==> config.mk <==
export PLATFORM = sky130hd
export DESIGN_NAME = err_detect_8b10b
export DESIGN_NICKNAME = d
export VERILOG_FILES = /design/src/rtl/err_detect_8b10b.sv
export SDC_FILE = /design/constraint.sdc
export NUM_CORES = 1
export LEC_CHECK = 0
export BUFFER_PORTS_ARGS = -buffer_cell sky130_fd_sc_hd__buf_4
export CORE_MARGIN = 1.5
export CORE_UTILIZATION = 49
export DETAILED_ROUTE_END_ITERATION = 8
export PLACE_DENSITY = 0.77
export SLEW_MARGIN = 10
export SYNTH_ARGS = -nofsm -noshare
export SYNTH_HDL_FRONTEND = slang
export SYNTH_SLANG_ARGS = --single-unit
==> constraint.sdc <==
create_clock -name clk -period 3.9 [get_ports clk]
set_clock_uncertainty 0.2 [all_clocks]
set_input_delay 0.585 -clock clk [delete_from_list [all_inputs] [get_ports clk]]
set_output_delay 0.585 -clock clk [all_outputs]
set_load 0.01 [all_outputs]
==> src/rtl/err_detect_8b10b.sv <==
// err_detect_8b10b: receive-side 8b/10b lane checker.
// Flags per-symbol code violations and running-disparity violations, tracks
// link lock with a two-state HUNT/LOCKED machine, and (optionally) counts
// errored words seen while locked.
// Optional feature macro: ERR_DET_STATS_EN enables err_cnt / err_sticky;
// without it both outputs are tied to zero and clr is ignored.
module err_detect_8b10b #(
    parameter int LANES      = 8,
    parameter int LOCK_WORDS = 4,
    parameter int ERR_LIMIT  = 3,
    parameter int CNT_W      = 16
) (
    input  logic                  clk,
    input  logic                  rst_n,
    input  logic                  en,
    input  logic                  clr,
    input  logic                  valid_in,
    input  logic [10*LANES-1:0]   din,
    output logic                  valid_out,
    output logic [LANES-1:0]      err_mask,
    output logic                  code_err,
    output logic                  disp_err,
    output logic                  locked,
    output logic                  err_sticky,
    output logic [CNT_W-1:0]      err_cnt
);

    localparam int GOOD_W = $clog2(LOCK_WORDS + 1);
    localparam int BAD_W  = $clog2(ERR_LIMIT + 1);
    localparam logic [GOOD_W-1:0] GOOD_TGT = GOOD_W'(LOCK_WORDS);
    localparam logic [BAD_W-1:0]  BAD_TGT  = BAD_W'(ERR_LIMIT);

    typedef enum logic {
        HUNT   = 1'b0,
        LOCKED = 1'b1
    } state_t;

    // Number of ones in a vector of up to 6 bits.
    function automatic logic [3:0] ones6(input logic [5:0] v);
        logic [3:0] c;
        c = '0;
        for (int i = 0; i < 6; i++) begin
            c = c + {3'b000, v[i]};
        end
        return c;
    endfunction

    // Classify one symbol: {code_error, total ones}.
    function automatic logic [4:0] classify(input logic [9:0] s);
        logic [3:0] n6;
        logic [3:0] n4;
        logic [3:0] n;
        logic       bad;
        n6  = ones6(s[9:4]);
        n4  = ones6({2'b00, s[3:0]});
        n   = n6 + n4;
        bad = (n6 < 4'd2) || (n6 > 4'd4) ||
              (n4 < 4'd1) || (n4 > 4'd3) ||
              (n  < 4'd4) || (n  > 4'd6);
        return {bad, n};
    endfunction

    // ---------------- stage 0 -> 1: per-lane ones count and code check
    logic [LANES-1:0][3:0] n_s0;
    logic [LANES-1:0]      cerr_s0;
    logic [LANES-1:0][3:0] n_p1;
    logic [LANES-1:0]      cerr_p1;
    logic                  vld_p1;

    // Classify every lane of the incoming word in parallel.
    always_comb begin
        for (int i = 0; i < LANES; i++) begin
            {cerr_s0[i], n_s0[i]} = classify(din[10*i +: 10]);
        end
    end

    // Stage-1 valid flag; cleared by reset so in-flight words are dropped.
    always_ff @(posedge clk) begin
        if (!rst_n) begin
            vld_p1 <= 1'b0;
        end else if (en) begin
            vld_p1 <= valid_in;
        end
    end

    // Stage-1 data; only loaded for real words so bubbles leave it alone.
    always_ff @(posedge clk) begin
        if (en && valid_in) begin
            n_p1    <= n_s0;
            cerr_p1 <= cerr_s0;
        end
    end

    // ---------------- stage 1 -> 2: serial RD chain, flags, lock FSM
    state_t           state_q;
    state_t           state_n;
    logic [GOOD_W-1:0] good_q;
    logic [GOOD_W-1:0] good_n;
    logic [BAD_W-1:0]  bad_q;
    logic [BAD_W-1:0]  bad_n;
    logic             rd_q;      // 1 = RD+, 0 = RD-
    logic             rd_s1;
    logic [LANES-1:0] derr_s1;
    logic [LANES-1:0] mask_s1;
    logic             word_err_s1;
    logic             word_adv;
    logic             rd_check;

    assign word_adv = en && vld_p1;
    assign rd_check = (state_q == LOCKED);

    // Walk lanes in stream order; code-error lanes neither check nor move RD,
    // and a violation still resyncs RD to the symbol's own ending disparity.
    always_comb begin
        rd_s1   = rd_q;
        derr_s1 = '0;
        for (int i = 0; i < LANES; i++) begin
            if (!cerr_p1[i]) begin
                if (n_p1[i] == 4'd6) begin
                    if (rd_check && rd_s1) begin
                        derr_s1[i] = 1'b1;
                    end
                    rd_s1 = 1'b1;
                end else if (n_p1[i] == 4'd4) begin
                    if (rd_check && !rd_s1) begin
                        derr_s1[i] = 1'b1;
                    end
                    rd_s1 = 1'b0;
                end
            end
        end
    end

    assign mask_s1     = cerr_p1 | derr_s1;
    assign word_err_s1 = |mask_s1;

    // Stored running disparity; reset to RD-.
    always_ff @(posedge clk) begin
        if (!rst_n) begin
            rd_q <= 1'b0;
        end else if (word_adv) begin
            rd_q <= rd_s1;
        end
    end

    // Result outputs; hold their last value across bubbles and stalls.
    always_ff @(posedge clk) begin
        if (!rst_n) begin
            valid_out <= 1'b0;
            err_mask  <= '0;
            code_err  <= 1'b0;
            disp_err  <= 1'b0;
        end else if (en) begin
            valid_out <= vld_p1;
            if (vld_p1) begin
                err_mask <= mask_s1;
                code_err <= |cerr_p1;
                disp_err <= |derr_s1;
            end
        end
    end

    // Lock FSM state and its good/bad word counters.
    always_ff @(posedge clk) begin
        if (!rst_n) begin
            state_q <= HUNT;
            good_q  <= '0;
            bad_q   <= '0;
        end else begin
            state_q <= state_n;
            good_q  <= good_n;
            bad_q   <= bad_n;
        end
    end

    // Lock FSM next state; evaluated only when a real word leaves stage 1.
    always_comb begin
        state_n = state_q;
        good_n  = good_q;
        bad_n   = bad_q;
        if (word_adv) begin
            case (state_q)
                HUNT: begin
                    if (word_err_s1) begin
                        good_n = '0;
                    end else begin
                        good_n = good_q + 1'b1;
                    end
                    if (good_n == GOOD_TGT) begin
                        state_n = LOCKED;
                        bad_n   = '0;
                    end
                end
                LOCKED: begin
                    if (word_err_s1) begin
                        bad_n = bad_q + 1'b1;
                    end else begin
                        bad_n = '0;
                    end
                    if (bad_n == BAD_TGT) begin
                        state_n = HUNT;
                        good_n  = '0;
                    end
                end
                default: begin
                    state_n = HUNT;
                end
            endcase
        end
    end

    assign locked = (state_q == LOCKED);

`ifdef ERR_DET_STATS_EN
    // Saturating increment for the error counter.
    function automatic logic [CNT_W-1:0] sat_inc(input logic [CNT_W-1:0] v);
        return (&v) ? v : v + 1'b1;
    endfunction

    logic cnt_inc;
    assign cnt_inc = word_adv && (state_q == LOCKED) && word_err_s1;

    // Error statistics; clr wins over a same-cycle increment and works while stalled.
    always_ff @(posedge clk) begin
        if (!rst_n || clr) begin
            err_cnt    <= '0;
            err_sticky <= 1'b0;
        end else if (cnt_inc) begin
            err_cnt    <= sat_inc(err_cnt);
            err_sticky <= 1'b1;
        end
    end
`else
    logic clr_unused;
    assign clr_unused = clr;
    assign err_cnt    = '0;
    assign err_sticky = 1'b0;
`endif

endmodule

Word level (Yosys, flattened, before mapping)

Cells that the tools add are included.

Equal/unequal tests: 20
Muxes and demuxes: 77
Order comparisons: 48
Bitwise logic cells: 2
$add $sub $neg: 74
Reductions and logical operators: 72

Operators by type and width:

| operator                                                              | count |
|---|---|
| 1-bit two-way mux                                                     | 66 |
| 3-bit by 1-bit adder with 4-bit output                                | 16 |
| 4-bit by 1-bit adder with 4-bit output                                | 16 |
| 4-bit by 3-bit equality test with 1-bit output, second input constant | 16 |
| 4-bit by 3-bit > comparator with 1-bit output, second input constant  | 16 |
| 2-bit by 1-bit adder with 3-bit output                                | 16 |
| 1-bit logical OR                                                      | 40 |
| 1-bit by 1-bit adder with 2-bit output                                | 16 |
| 4-bit adder                                                           | 8 |
| 4-bit by 2-bit > comparator with 1-bit output, second input constant  | 8 |
| 4-bit by 1-bit < comparator with 1-bit output, second input constant  | 8 |
| 4-bit by 2-bit < comparator with 1-bit output, second input constant  | 8 |
| 4-bit by 3-bit < comparator with 1-bit output, second input constant  | 8 |
| 8-bit OR reduction                                                    | 3 |
| 1-bit logical AND                                                     | 18 |
| 3-bit two-way mux                                                     | 4 |
| 1-bit logical NOT                                                     | 8 |
| 2-bit two-way mux                                                     | 4 |
| 8-bit OR                                                              | 1 |
| 3-bit one-hot mux with 2 select lines                                 | 1 |
| 2-bit AND reduction                                                   | 3 |
| 2-bit one-hot mux with 2 select lines                                 | 1 |
| 3-bit by 1-bit adder with 3-bit output, second input constant         | 1 |
| 3-bit equality test, second input constant                            | 1 |
| other kinds (6)                                                       | 6 |

Output and inout bits: 29
Logic and storage cells: 311
Input port bits: 85
Register bits: 59

Longest topological paths before layout

Depth in word-level cells: 36
Depth in mapped cells: 12

Worst setup path after synthesis

OpenSTA, ideal clock, no wires.

Kind: input to register
From: in din[14]
To: reg cerr_p1[1] (data pin)
Arrival time: 3699 ps
Setup slack: -278 ps
Stages: 12
Required time: 3421 ps
Cell sequence: fa_1 -> inv_1 -> fa_1 -> inv_1 -> ha_1 -> fa_1 -> inv_1 -> fa_1 -> inv_1 -> a21oi_1 -> nand2_1 -> or4b_2

RTL lines:

| item                 | line | text |
|---|---|---|
| from (decl)          | 18   | `input logic [10*LANES-1:0] din,` |
| to (signal assigned) | 90   | `cerr_p1 <= cerr_s0;` |
| to (decl)            | 67   | `logic [LANES-1:0] cerr_p1;` |

==> metrics.log <==
INFO  metric status = finished, final reports clean
INFO  metric fin_nets = between 700 and 800
INFO  metric regToRegStartpoint = cerr_p1[1]$_DFFE_PP_
INFO  metric maxCapViolCount = 0
INFO  metric grt_first_pass_wirelength = roughly 15 mm
INFO  metric worst_min_delay_path_startpoint = good_q[1]$_SDFFE_PN0P_
INFO  metric reg2reg_setup_slack = around 320 ps
INFO  metric cts_max_path_buffers = 2
INFO  metric synth_enable_flop_cells = 40
INFO  metric timing.hold.worst.class = flop to flop
INFO  metric die_area = between 0.01 and 0.015 mm²
INFO  metric gr-total-overflow = 0
INFO  metric initial_utilization = ~51%
INFO  metric grt_max_degree = 42
INFO  metric ff2ff_path_depth = 8
INFO  metric worst_setup_path_start_kind = input port
INFO  metric die_height = 101 µm
INFO  metric drt_first_pass_iters = 4
INFO  metric crit_required = 3770 ps
INFO  metric routabilityCongestion = a little under 0.8
INFO  metric synthFlopType = edfxtp_1
INFO  metric cts_hold_repair.buffers = 0
INFO  metric clk-insertion-delay-late = roughly 330 ps
INFO  metric cell_area_after_synthesis = 0.00468 mm²
INFO  metric grt.total_usage = between 10% and 20%
INFO  metric final_design_area_no_fill = between 0.005 and 0.006 mm²
INFO  metric timing.critical_path.to_type = flop
INFO  metric initialDrtViolationCount = between 100 and 150
INFO  metric final_min_period_over_clock_period = approximately 99%
INFO  metric tns = 0 ps
INFO  metric first_global_vias = ~3500
INFO  metric min_delay_worst_endpoint = good_q[1]$_SDFFE_PN0P_
INFO  metric post-dp-hpwl = between 7 and 8 mm
INFO  metric ys_async_sr_fraction = 0%
INFO  metric drt-wirelength-per-cell = 12.4 µm
INFO  metric cts.htree.levels = 3
INFO  metric worst_slew_margin_rel = about two fifths
INFO  metric ioPinCount = 114
INFO  metric p_leak = 0.00275 µW
INFO  metric mostFrequentLayoutCell = buf_4
INFO  metric drcViolationCount = 0
INFO  metric holdPathStages = 2
INFO  metric final_hold_viol_count = 0
INFO  metric final.fill_count = 758
INFO  metric highest_clock_rate = ~260 MHz
INFO  metric distinct_cells_synth = between 40 and 50
INFO  metric routed_wirelength = between 8 and 9 mm
INFO  metric power.density = 425 mW/mm²
INFO  metric worst_ep_arrival_time = roughly 3700 ps
INFO  metric diodes = 0
INFO  metric number_of_antenna_violations_at_the_first_check_in_global_routing = 0
INFO  metric postSynthCellCount = between 400 and 500
INFO  metric ys_ff_latch = about 60
INFO  metric tightestPinTransition = 878 ps
INFO  metric cts_made_buffers = 9
INFO  metric dieWidth = around 100 µm
INFO  metric cts_tree = yes
INFO  metric portBuffers = 95
INFO  metric synth_seq_area_share = about 34%
INFO  metric rsz_0062_raised_after_global_routing = true
INFO  metric finalWorstPathRequiredPeriod = 3850 ps
INFO  metric clk_root_buffer_cell = clkbuf_8
INFO  metric path_class = input port to flop
INFO  metric clock_sinks = 59
INFO  metric irDropWorstVdd = between 0.15 and 0.2 mV
INFO  metric antenna_left = 0
INFO  metric pins_over_slew_limit = 0
INFO  metric critical_path.max_fanout = 2
INFO  metric placementRows = 35
INFO  metric final_core_util = a little over three fifths
INFO  metric total_number_of_vias = around 3500
INFO  metric floorplan.core_area = roughly 0.009 mm²
INFO  metric yosysWarningCount = 0
INFO  metric post_synth.cell_area_avg = roughly 11 µm²
INFO  metric drt-vias-per-instance = ~5.1
INFO  metric crit-reg2reg-capture = good_q[2]$_SDFFE_PN0P_
INFO  metric setup-violations-final = 0
INFO  metric worst_setup_path_startpoint = din[14]
INFO  metric mostFrequentLayoutCells = buf_4, inv_1, ha_1
INFO  metric layout-area-overhead-vs-synth = 24.4%
INFO  metric drive_above_1_share = a little over a quarter
INFO  metric placed_cell_area = 0.00563 mm²
INFO  metric clkSlewWorstSetupHoldPaths = about 60 ps
[worst max-delay path: stages]
cell and delay [ps]:
buf_6 90, fa_1 540, inv_2 40, fa_1 480
inv_1 50, ha_2 170, fa_1 520, inv_2 50
fa_1 490, inv_2 50, a21oi_2 120, nand2_1 60
or4b_4 470
[worst max path at each step]
stage,to,slack (ps),depth (start not counted)
after floorplan,cerr_p1[1]$_DFFE_PP_,-160,12
after global placement,cerr_p1[1]$_DFFE_PP_,-340,13
after CTS,cerr_p1[1]$_DFFE_PP_,30,13
after global routing,cerr_p1[1]$_DFFE_PP_,-30,13
final,cerr_p1[1]$_DFFE_PP_,50,13
after detailed placement,cerr_p1[1]$_DFFE_PP_,-420,13
[power breakdown]
part	switching, µW	internal [µW]
sequential	51.5	822
combinational	514	582
clock	215	294
[cells by family (layout without fill, tap and decap cells)]
kind of cell	after synthesis	count (layout)	share of synthesized area (%)
xor gates and xnor gates	12	12	2.24
adders and majority gates	89	89	30.2
muxes	5	5	1.07
DFF	59	59	33.8
buffers and inverters	91	200	8.68
and+or+nand+nor	98	98	12.6
other	1	17	0.0801
AOI/OAI and AO/OA	82	82	11.4
[final cells by class]
type	instances	area, µm²	share of cell area [%]
Inverter	69	259	4.44
Tap cell	129	161	2.77
Clock inverter	3	40.0	0.687
Clock buffer	13	139	2.38
Sequential cell	59	1580	27.1
Timing Repair Buffer	115	867	14.9
Multi-Input combinational cell	303	2780	47.7
[synthesized netlist by cell type (2+ instances only)]
| library cell | instances | share of area, % |
|---|---|---|
| a211oi_1 | 5 | 0.80 |
| a21o_1 | 20 | 3.2 |
| a21oi_1 | 22 | 2.4 |
| a31oi_1 | 2 | 0.27 |
| and2_1 | 3 | 0.40 |
| buf_4 | 17 | 2.7 |
| clkbuf_1 | 4 | 0.32 |
| dfxtp_1 | 19 | 8.1 |
| edfxtp_1 | 40 | 26 |
| fa_1 | 40 | 17 |
| ha_1 | 49 | 13 |
| inv_1 | 68 | 5.5 |
| mux2i_1 | 5 | 1.1 |
| nand2_1 | 19 | 1.5 |
| nand2b_1 | 2 | 0.27 |
| nand3_1 | 4 | 0.43 |
| nand3b_1 | 5 | 0.80 |
| nand4b_1 | 7 | 1.3 |
| nor2_1 | 24 | 1.9 |
| nor2b_1 | 2 | 0.27 |
| nor3_1 | 4 | 0.43 |
| nor3b_1 | 4 | 0.64 |
| nor4b_1 | 3 | 0.56 |
| nor4bb_1 | 5 | 1.1 |
| o211ai_1 | 6 | 0.96 |
| o21ai_0 | 18 | 1.9 |
| o221a_2 | 2 | 0.48 |
| or3_1 | 2 | 0.27 |
| or4_1 | 5 | 0.80 |
| or4b_2 | 3 | 0.64 |
| xnor2_1 | 7 | 1.3 |
| xor2_1 | 5 | 0.94 |
[layer usage]
| layer | global-route usage (%) | share of wire [%] |
|---|---|---|
| met2 | 32.0 | 51 |
| met3 | 4.51 | 5.5 |
| met5 | 0 | 0 |
| met1 | 22.6 | 42 |
| met4 | 5.96 | 1.4 |
[repair_timing]
action,in CTS,in global routing
pin swaps,2,0
resized for setup,1,5
endpoints found under the setup margin,1,3
buffers inserted,1,0
[sequential cells by signal (all words and copies together), names as in the netlist]
name,cells
valid_out,1
locked,1
vld_p1,1
disp_err,1
cerr_p1,8
code_err,1
err_mask,8
good_q,3
rd_q,1
bad_q,2
n_p1,32
[through the flow]
step | hold slack [ps] | instances | power, µW | setup WS (ps)
5_1_grt | 302 | 691 | 2690 | -33.0
3_3_place_gp | 262 | 674 | 1910 | -337
4_1_cts | 274 | 691 | 2490 | 27.2
6_report | 270 | 691 | 2480 | 53.0
3_5_place_dp | 266 | 674 | 1970 | -419
2_1_floorplan | 244 | 453 | 1570 | -155
No activity file was read; power rests on OpenSTA's default activity.
